`src/rtl/lc3b_mem_arbiter.sv`:
```
// lc3b_mem_arbiter: shares one physical memory port between instruction fetch (I)
// and data (D) requesters. The winning request is registered, held until the
// memory completes, then answered with a one-cycle response.
// Default build: fixed D priority with a starvation counter for I.
// Optional macro LC3B_ARB_RR_EN: round-robin arbitration instead, no starvation counter.
module lc3b_mem_arbiter #(
  parameter int unsigned ADDR_W     = 16,
  parameter int unsigned DATA_W     = 16,
  parameter int unsigned STARVE_MAX = 4
) (
  input  logic              clk,
  input  logic              rst_n,
  input  logic              imem_read,
  input  logic [ADDR_W-1:0] imem_address,
  output logic [DATA_W-1:0] imem_rdata,
  output logic              imem_resp,
  input  logic              dmem_read,
  input  logic              dmem_write,
  input  logic [1:0]        dmem_wmask,
  input  logic [ADDR_W-1:0] dmem_address,
  input  logic [DATA_W-1:0] dmem_wdata,
  output logic [DATA_W-1:0] dmem_rdata,
  output logic              dmem_resp,
  output logic              pmem_read,
  output logic              pmem_write,
  output logic [1:0]        pmem_wmask,
  output logic [ADDR_W-1:0] pmem_address,
  output logic [DATA_W-1:0] pmem_wdata,
  input  logic [DATA_W-1:0] pmem_rdata,
  input  logic              pmem_resp
);

  typedef enum logic [1:0] {StIdle, StServI, StServD, StResp} state_e;

  state_e              r_state;
  state_e              w_state_d;
  logic                r_win_d;   // 1: current transaction belongs to D
  logic                r_wr;      // 1: latched op is a write
  logic [ADDR_W-1:0]   r_addr;
  logic [DATA_W-1:0]   r_wdata;
  logic [1:0]          r_wmask;
  logic [DATA_W-1:0]   r_irdata;
  logic [DATA_W-1:0]   r_drdata;

  logic w_i_pend;
  logic w_d_pend;
  logic w_arb_d;
  logic w_arb_i;
  logic w_grant_d;
  logic w_grant_i;

  assign w_i_pend  = imem_read;
  assign w_d_pend  = dmem_read | dmem_write;
  assign w_arb_i   = w_i_pend & ~w_arb_d;
  assign w_grant_d = (r_state == StIdle) & w_arb_d;
  assign w_grant_i = (r_state == StIdle) & w_arb_i;

`ifdef LC3B_ARB_RR_EN
  logic r_last_d;  // 1: D was granted last; resets to I so D wins the first tie

  // On a tie the requester not granted last wins
  always_comb begin
    w_arb_d = w_d_pend & (~w_i_pend | ~r_last_d);
  end

  // Remember the most recent winner
  always_ff @(posedge clk or negedge rst_n) begin
    if (!rst_n) begin
      r_last_d <= 1'b0;
    end else if (w_grant_d) begin
      r_last_d <= 1'b1;
    end else if (w_grant_i) begin
      r_last_d <= 1'b0;
    end
  end
`else
  localparam int unsigned CntW = $clog2(STARVE_MAX + 1);

  logic [CntW-1:0] r_starve_cnt;
  logic            w_starved;

  assign w_starved = (r_starve_cnt == CntW'(STARVE_MAX));

  // D wins unless I is waiting and has been passed over STARVE_MAX times
  always_comb begin
    w_arb_d = w_d_pend & ~(w_i_pend & w_starved);
  end

  // Count consecutive D grants while I waits; saturating
  always_ff @(posedge clk or negedge rst_n) begin
    if (!rst_n) begin
      r_starve_cnt <= '0;
    end else if (w_grant_i) begin
      r_starve_cnt <= '0;
    end else if (w_grant_d) begin
      if (!w_i_pend) begin
        r_starve_cnt <= '0;
      end else if (!w_starved) begin
        r_starve_cnt <= r_starve_cnt + 1'b1;
      end
    end
  end
`endif

  // State register
  always_ff @(posedge clk or negedge rst_n) begin
    if (!rst_n) begin
      r_state <= StIdle;
    end else begin
      r_state <= w_state_d;
    end
  end

  // Next-state: arbitrate in idle, wait for memory, one response cycle
  always_comb begin
    w_state_d = r_state;
    unique case (r_state)
      StIdle: begin
        if (w_grant_d) begin
          w_state_d = StServD;
        end else if (w_grant_i) begin
          w_state_d = StServI;
        end
      end
      StServI, StServD: begin
        if (pmem_resp) begin
          w_state_d = StResp;
        end
      end
      StResp:  w_state_d = StIdle;
      default: w_state_d = StIdle;
    endcase
  end

  // Latch the winning request on grant; capture read data on completion
  always_ff @(posedge clk or negedge rst_n) begin
    if (!rst_n) begin
      r_win_d  <= 1'b0;
      r_wr     <= 1'b0;
      r_addr   <= '0;
      r_wdata  <= '0;
      r_wmask  <= 2'b00;
      r_irdata <= '0;
      r_drdata <= '0;
    end else begin
      if (w_grant_d) begin
        r_win_d <= 1'b1;
        r_wr    <= dmem_write;  // read+write together executes as a write
        r_addr  <= dmem_address;
        r_wdata <= dmem_wdata;
        r_wmask <= dmem_wmask;
      end else if (w_grant_i) begin
        r_win_d <= 1'b0;
        r_wr    <= 1'b0;
        r_addr  <= imem_address;
        r_wdata <= '0;
        r_wmask <= 2'b00;
      end
      if (pmem_resp && (r_state == StServI)) begin
        r_irdata <= pmem_rdata;
      end
      if (pmem_resp && (r_state == StServD)) begin
        r_drdata <= pmem_rdata;
      end
    end
  end

  // Outputs come from registered state only
  assign pmem_read    = (r_state == StServI) | ((r_state == StServD) & ~r_wr);
  assign pmem_write   = (r_state == StServD) & r_wr;
  assign pmem_wmask   = r_wmask;
  assign pmem_address = r_addr;
  assign pmem_wdata   = r_wdata;
  assign imem_resp    = (r_state == StResp) & ~r_win_d;
  assign dmem_resp    = (r_state == StResp) & r_win_d;
  assign imem_rdata   = r_irdata;
  assign dmem_rdata   = r_drdata;

endmodule

```
`config.mk`:
```
export PLATFORM = sky130hd
export DESIGN_NAME = lc3b_mem_arbiter
export DESIGN_NICKNAME = d
export VERILOG_FILES = /design/src/rtl/lc3b_mem_arbiter.sv
export SDC_FILE = /design/constraint.sdc
export NUM_CORES = 1
export LEC_CHECK = 0
export CORE_UTILIZATION = 37
export CTS_CLUSTER_SIZE = 40
export DETAILED_ROUTE_END_ITERATION = 16
export PLACE_DENSITY = 0.76
export SYNTH_ARGS = -nofsm -noshare
export SYNTH_HDL_FRONTEND = slang
export SYNTH_SLANG_ARGS = --single-unit
```
`constraint.sdc`:
```
create_clock -name clk -period 1.7 [get_ports clk]
set_input_delay 0.34 -clock clk [delete_from_list [all_inputs] [get_ports clk]]
set_output_delay 0.34 -clock clk [all_outputs]
set_load 0.05 [all_outputs]
```
==> results of run 1 <==
## layer usage
metal	GRT usage	vias to the layer above	part of all wire
met4	0.0795	0	0.024
met2	0.304	86	0.49
met3	0.0452	20	0.055
met1	0.230	1206	0.43
li1	-	1139	-
met5	0	-	0
## registers in the layout, summed over array words and instances, names as in the netlist
name          flops
r_wr              1
dmem_rdata       16
r_state           2
imem_rdata       16
pmem_address     16
pmem_wmask        2
r_starve_cnt      3
r_win_d           1
pmem_wdata       16
## how the worst max path moves through the flow
stage | slack [ns] | endpoint | start | cells after the start
2_1_floorplan | 0.13 | imem_resp | r_state[0] | 2
5_1_grt | -0.08 | pmem_read | r_state[1] | 5
3_5_place_dp | -0.16 | pmem_address[6] | dmem_read | 4
4_1_cts | -0.02 | pmem_read | r_state[0] | 4
6_report | -0.02 | pmem_read | r_state[1] | 5
3_3_place_gp | -0.10 | pmem_address[2] | imem_read | 4
## Yosys cell counts
| library cell | instances |
|---|---|
| dfrtp_1 | 73 |
| mux2i_1 | 1 |
| a21o_1 | 2 |
| nand3_1 | 1 |
| a31oi_1 | 3 |
| a221o_1 | 16 |
| a21oi_1 | 1 |
| o21a_1 | 1 |
| o2bb2ai_2 | 1 |
| nor3b_1 | 1 |
| nand2_1 | 4 |
| nor2b_1 | 3 |
| and4_1 | 16 |
| buf_6 | 2 |
| ha_1 | 7 |
| nor2_1 | 2 |
| a22o_1 | 20 |
| inv_1 | 6 |
| o21ai_0 | 2 |
| o31ai_1 | 1 |
| and2_4 | 1 |
| nor3_1 | 1 |
| and2_1 | 2 |
| mux2_2 | 34 |
| clkbuf_1 | 6 |
| buf_2 | 7 |
## power groups by stage
stage	sequential (mW)	combinational [mW]	clock, mW
after floorplan	5.68	1.79	0
after global placement	3.08	6.57	0
after detailed placement	3.09	6.70	0
after CTS	3.09	6.77	1.34
after global routing	3.19	7.11	1.44
final	3.09	6.80	1.31
## area by class of cell
type,count,share of cell area
clock inverters,3,0.00823
flip-flops and latches,73,0.376
well taps,102,0.0262
repair buffers,163,0.314
clock buffers,13,0.0306
multi-input cells,122,0.241
inverters,6,0.00463
## per-stage QoR
stage	setup TNS, ns	std cells
finish	-0.0164	482
global route	-0.119	482
CTS	-0.0455	480
detailed placement	-4.06	461
global placement	-2.49	461
floorplan	0	214
## critical path, cell delays in order (launching register included)
cell and delay, ns:
dfrtp_1 0.39, inv_2 0.06, buf_6 0.12, ha_4 0.15
a21o_1 0.18, buf_12 0.15
## logic make-up (layout without fill, tap and decap cells)
family / after synthesis / after routing
multiplexers: 35 / 35
adder cells (fa/ha/maj): 7 / 7
flip-flops: 73 / 73
AO/OA/AOI/OAI: 47 / 47
AND/OR/NAND/NOR: 31 / 33
buffers and inverters: 21 / 185
## repair_timing
item	in CTS	in global routing
gates cloned	0	2
setup endpoints to repair	2	42
pin swaps	1	0
buffers inserted	3	0
resized for setup	8	5
hold buffers	0	0
==> reports/results.ini, run 1 <==
[sta]
layout_setup_ws_ns=-0.0164
finalHoldViolCount=0
rsz0062_at_grt=yes
setup_viol=1
period_minus_slack_ns=1.72
worstMarginPinSlew_ns=0.389
fmax_mhz=583
finClkSkew_ns=0.0118
finalCritPeriodShare=1.01
relSlewSlack=0.741
slew_viol_final=0
whs_ns=0.0117

[logic_synthesis]
synth_top_family_by_area=compound AO/OA/AOI/OAI gates
yosysSeqAreaShare=0.600
synth.distinct_cells=26
yosys.area.top_type=dfrtp_1
ys_seq_elements=73
syn_area_sq_um=3040
synthAdderAreaFrac=0.0288
synth_top_area_frac=0.600
synth_compound_area_frac=0.136
syn_nets=293
yosysWarningCount=0
muxShareOfSynthArea=0.129
synth.area.top_cells=dfrtp_1, mux2_2, a22o_1
syn_avg_cell_area_sq_um=14.2
synth-simple-area-share=0.0723
syn_inst=214
synth_xor_area_frac=0

[power]
vdd_drop_max_uv=1110
power.density_nw_per_um2=2300
sw_frac_of_total=0.472
fin_total_pwr_mw=11.2
p_seq_frac=0.276
power.internal_mw=5.91
leakage_nw=2.24
p_comb_frac=0.607
clock_power_share=0.117
p_sw_mw=5.28

[critical_path]
startpoint_type=flop
crit_arrival_ns=1.38
crit_required_ns=1.36
r2r-end=r_state[0]
worstSetupPathType=reg2out
worstPathMaxFanout=3
worstRegToRegCells=7
r2r_setup_slack_ns=0.09
endpoint_kind=output port
r2r_start=r_state[1]

[routing]
vias=2451
drt_iter0_drc=66
vias_per_cell=5.09
wl_per_cell_microns=16.3
drtPass1Iterations=4
drc=0
routed_wl_mm=7.85
antenna_left=0

[clock_tree]
htree_num_levels=3
numCtsBuffers=9
cts-root-buf=clkbuf_8
worstSkewPairLatency_ns=0.33
cts.path.max_buffers=2
clk_pin_slew_worst_paths_ns=0.08
cts_tree=built
clock_sinks=73

[place]
port_buffers=141
detailed_place_hpwl_mm=5.55
place.gp.congestion=0.746
postPlaceCellArea_sq_um=4610
dp_slack_ns=-0.156

[global_route]
grt_max_degree=74
grt_pass1_vias=2487
grt_pass1_wl_mm=12.2
grt.overflow.total=0
antenna_found_initial=0
gr-usage-all-layers=0.184

[floorplanning]
io_pins=142
die_area_sq_um=8590
die_y_microns=92.7
num_rows=32
dieWidth_microns=92.7
initial_core_util=0.388
core-area_sq_um=7850

[finish]
layout_common_cells=buf_4, dfrtp_1, clkdlybuf4s50_1
multiInputGateArea_sq_um=1170
nNetsFinal=454
design_area_sq_um=4870
antenna_cells=0
final_common_cell=buf_4
fillers=651
area_delta_synth_final_pct=59.9
final_core_util=0.620
ff_latch_area_sq_um=1830
drive_above_1_share=0.405

[run_status]
violations=setup timing
status=finished with violations

[hold_path]
hold_class=in2async

[flow_run]
cap_violations=0

Power figures use the tool's default switching activity.
==> inputs of run 2 (changes only) <==
Settings changed: CORE_MARGIN set to 2, CORE_UTILIZATION 37 to 40, PLACE_DENSITY 0.76 to 0.78, SLEW_MARGIN set to 20.
Clock period 1.7 ns to 2 ns, I/O delays scaled along.
==> reports/results.ini, run 2 (synthesis gave the netlist of run 1 again) <==
[critical_path]
crit_required_ns=1.60
timing.critical_path.buf_inv=1
worstPathMaxFanout=2
worstRegToRegCells=5
startpoint_type=flop
r2r_setup_slack_ns=0.21
cp-startpoint=pmem_wmask[0]
critPathSlowestCell=clkdlybuf4s50_1
worstSetupPathType=reg2out
critical_path.top_delay_family=buffers and inverters
crit_end=pmem_wmask[0]
r2r-end=pmem_address[0]
critical_path.cell_chain=clkdlybuf4s50_1
endpoint_kind=output port
r2r_start=r_state[0]
max_stage_delay_ns=0.84
crit_arrival_ns=1.55
cp_num_cells=1

[sta]
slew_viol_final=0
worstMarginPinSlew_ns=0.536
finalHoldViolCount=0
rsz0062_at_grt=no
setup_viol=0
finalSetupTns_ns=0
fmax_mhz=513
relSlewSlack=0.642
whs_ns=0.504
finClkSkew_ns=0.0114
period_minus_slack_ns=1.95
finalCritPeriodShare=0.975

[floorplanning]
core-area_sq_um=7290
initial_core_util=0.417
dieWidth_microns=91.2
num_rows=31
die_y_microns=91.2
die_area_sq_um=8320
io_pins=142

[routing]
drc=0
antenna_left=0
vias=2414
vias_per_cell=5.18
drtPass1Iterations=4
wl_per_cell_microns=16.5
routed_wl_mm=7.70
drt_iter0_drc=73

[global_route]
grt_pass1_vias=2500
grt.overflow.total=0
gr-usage-all-layers=0.190
met3_usage=0.0523
grt_max_degree=43
grt_pass1_wl_mm=12.6
use_met2=0.297
grt_use_met1=0.256
top_usage_layer=met2
antenna_found_initial=0

[run_status]
status=finished, final reports clean

[place]
place.gp.congestion=0.739
port_buffers=141
detailed_place_hpwl_mm=5.60

[clock_tree]
htree_num_levels=3
cts.path.max_buffers=2
cts_tree=built
cts-root-buf=clkbuf_8
worstSkewPairLatency_ns=0.34
clk_pin_slew_worst_paths_ns=0.08
cts_setup_buffers=0
numCtsBuffers=9
clock_sinks=73

[finish]
nNetsFinal=441
antenna_cells=0
area_delta_synth_final_pct=61.5
final_core_util=0.674
layout_common_cells=clkdlybuf4s50_1, dfrtp_1, mux2_2
fillers=567
final_common_cell=clkdlybuf4s50_1
drive_above_1_share=0.183

[hold_path]
hold_class=reg2reg

[power]
power.density_nw_per_um2=1980
leakage_nw=2.11
fin_total_pwr_mw=9.72
vdd_drop_max_uv=1000

[flow_run]
cap_violations=0

[run 2: changes by cell type in the layout (fill, tap and decap cells not counted), moves of 2 or more]
cell / delta
inv_2: -2
ha_2: -2
clkdlybuf4s50_1: +66
clkbuf_1: -2
and2_4: -3
inv_1: +2
buf_12: -3
ha_1: +3
buf_4: -74
clkinv_2: -2
bufinv_16: +2
[run 2: timing repair]
action / in CTS / in global routing
endpoints found under the hold margin: 6 / 0
resized for setup: 0 / 0
hold buffers: 1 / 0
[run 2: where the power goes]
group	switching (mW)	total, mW	internal, mW
Clock	0.553	1.39	0.836
Sequential	0.396	2.59	2.19
Combinational	3.49	5.74	2.25
Total	4.44	9.72	5.28
[run 2: stage by stage]
| step | instance area (sq um) | instances | setup slack [ns] |
|---|---|---|---|
| after CTS | 4920 | 466 | 0.0364 |
| after global placement | 4660 | 449 | 0.113 |
| after global routing | 4920 | 466 | 0.00846 |
| after detailed placement | 4660 | 449 | 0.0490 |
| final | 4920 | 466 | 0.0503 |
| after floorplan | 3040 | 214 | 0.368 |
[run 2: cell type report]
type,instances,area [sq um],area share
clock buffers,10,128,0.0260
repair buffers,152,1570,0.320
inverters,6,22.5,0.00458
clock inverters,6,115,0.0234
multi-input cells,120,1130,0.230
well taps,99,124,0.0252
flip-flops and latches,73,1830,0.372
[run 2: worst min-delay path by stage]
| stage | from | to | slack [ns] | depth (start not counted) |
|---|---|---|---|---|
| floorplan | rst_n | dmem_rdata[0] | 0.10 | 0 |
| global placement | rst_n | pmem_wdata[1] | 0.36 | 1 |
| detailed placement | rst_n | pmem_wdata[1] | 0.37 | 1 |
| CTS | r_win_d | r_win_d | 0.51 | 1 |
| global route | dmem_rdata[8] | dmem_rdata[8] | 0.52 | 1 |
| finish | pmem_wdata[0] | pmem_wdata[0] | 0.50 | 1 |
[run 2: layer usage]
metal	share of wire	vias up	wire length, microns
li1	-	1110	-
met5	0	-	0
met4	0.015	0	115
met3	0.061	12	470
met1	0.45	1185	3460
met2	0.48	107	3660
==> inputs of run 3 (changes only) <==
Settings changed: CORE_ASPECT_RATIO set to 2, CTS_CLUSTER_DIAMETER set to 80.
==> reports/results.ini, run 3 (synthesis gave the netlist of run 1 again) <==
[hold_path]
hold_class=reg2reg

[power]
vdd_drop_max_uv=1210
fin_total_pwr_mw=9.86
leakage_nw=2.14
power.density_nw_per_um2=1990

[critical_path]
endpoint_kind=output port
worstPathMaxFanout=2
crit_required_ns=1.60
critical_path.cell_chain=clkdlybuf4s50_1
worstSetupPathType=reg2out
critical_path.top_delay_family=buffers and inverters
startpoint_type=flop
r2r_setup_slack_ns=0.16
max_stage_delay_ns=0.83
critPathSlowestCell=clkdlybuf4s50_1
crit_arrival_ns=1.52
timing.critical_path.buf_inv=1

[floorplanning]
io_pins=142
core-area_sq_um=7490
dieWidth_microns=65.7
num_rows=45
initial_core_util=0.407
die_area_sq_um=8370
die_y_microns=127

[finish]
antenna_cells=0
fillers=543
final_common_cell=clkdlybuf4s50_1
multiInputGateArea_sq_um=1130
instances_no_fill=462
final_core_util=0.662
area_delta_synth_final_pct=62.9
nNetsFinal=442
ff_latch_area_sq_um=1830
drive_above_1_share=0.185
design_area_sq_um=4960
layout_common_cells=clkdlybuf4s50_1, dfrtp_1, mux2_2

[routing]
top_layer=met4
met3_length_microns=890
drt_iter0_drc=156
m1WireLength_mm=3.04
routed_wl_mm=8.03
wl_per_cell_microns=17.4
drtPass1Iterations=4
wl_met2_mm=3.97
vias_per_cell=5.34
vias=2466
drc=0
antenna_left=0

[place]
place.gp.congestion=0.778
postPlaceCellArea_sq_um=4670
dp_slack_ns=0.0621
port_buffers=141
detailed_place_hpwl_mm=5.88
dp_cells=445

[global_route]
grt_pass1_wl_mm=12.8
gr-usage-all-layers=0.202
grt_max_degree=37
grt_pass1_vias=2666
grt.overflow.total=0
antenna_found_initial=0

[clock_tree]
cts-resized-gates=0
numCtsBuffers=9
cts.path.max_buffers=2
clk_pin_slew_worst_paths_ns=0.05
worstSkewPairLatency_ns=0.32
cts_setup_buffers=0
htree_num_levels=3
clock_sinks=73
cts-root-buf=clkbuf_16
cts_tree=built

[sta]
finalHoldViolCount=0
layout_setup_ws_ns=0.0827
slew_viol_final=0
period_minus_slack_ns=1.92
worstMarginPinSlew_ns=0.526
finClkSkew_ns=0.00478
rsz0062_at_grt=no
finalSetupTns_ns=0
whs_ns=0.504
finalCritPeriodShare=0.959
setup_viol=0
fmax_mhz=522
relSlewSlack=0.648

[run_status]
status=finished, final reports clean

[flow_run]
cap_violations=0

[run 3: cell type report]
type / count / area share
Clock buffer: 13 / 0.0525
Clock inverter: 3 / 0.00303
Tap cell: 94 / 0.0237
Timing Repair Buffer: 153 / 0.320
Inverter: 6 / 0.00454
Multi-Input combinational cell: 120 / 0.228
Sequential cell: 73 / 0.368
[run 3: path summary, 6_finish.rpt]
check,startpoint,endpoint,cells past startpoint
setup reg to reg,r_state[0],pmem_address[9],5
hold reg to reg,pmem_wdata[7],pmem_wdata[7],1
min in group asynchronous,rst_n,pmem_wdata[6],2
max in group asynchronous,rst_n,dmem_rdata[13],3
setup / recovery,imem_rdata[5],imem_rdata[5],1
hold / removal,pmem_wdata[7],pmem_wdata[7],1
[run 3: routing by layer]
| metal | GRT usage | vias up |
|---|---|---|
| li1 | - | 1112 |
| met1 | 0.240 | 1209 |
| met2 | 0.329 | 132 |
| met3 | 0.0766 | 13 |
| met4 | 0.0711 | 0 |
| met5 | 0 | - |
[run 3: where the power goes]
| part | internal, mW | switching, mW |
|---|---|---|
| Sequential | 2.20 | 0.424 |
| Clock | 0.900 | 0.549 |
| Combinational | 2.26 | 3.52 |
| Total | 5.36 | 4.49 |
[run 3: repair_timing]
action                     CTS  global route
hold endpoints to repair    19             0
setup endpoints to repair    0             0
hold buffers                 1             0
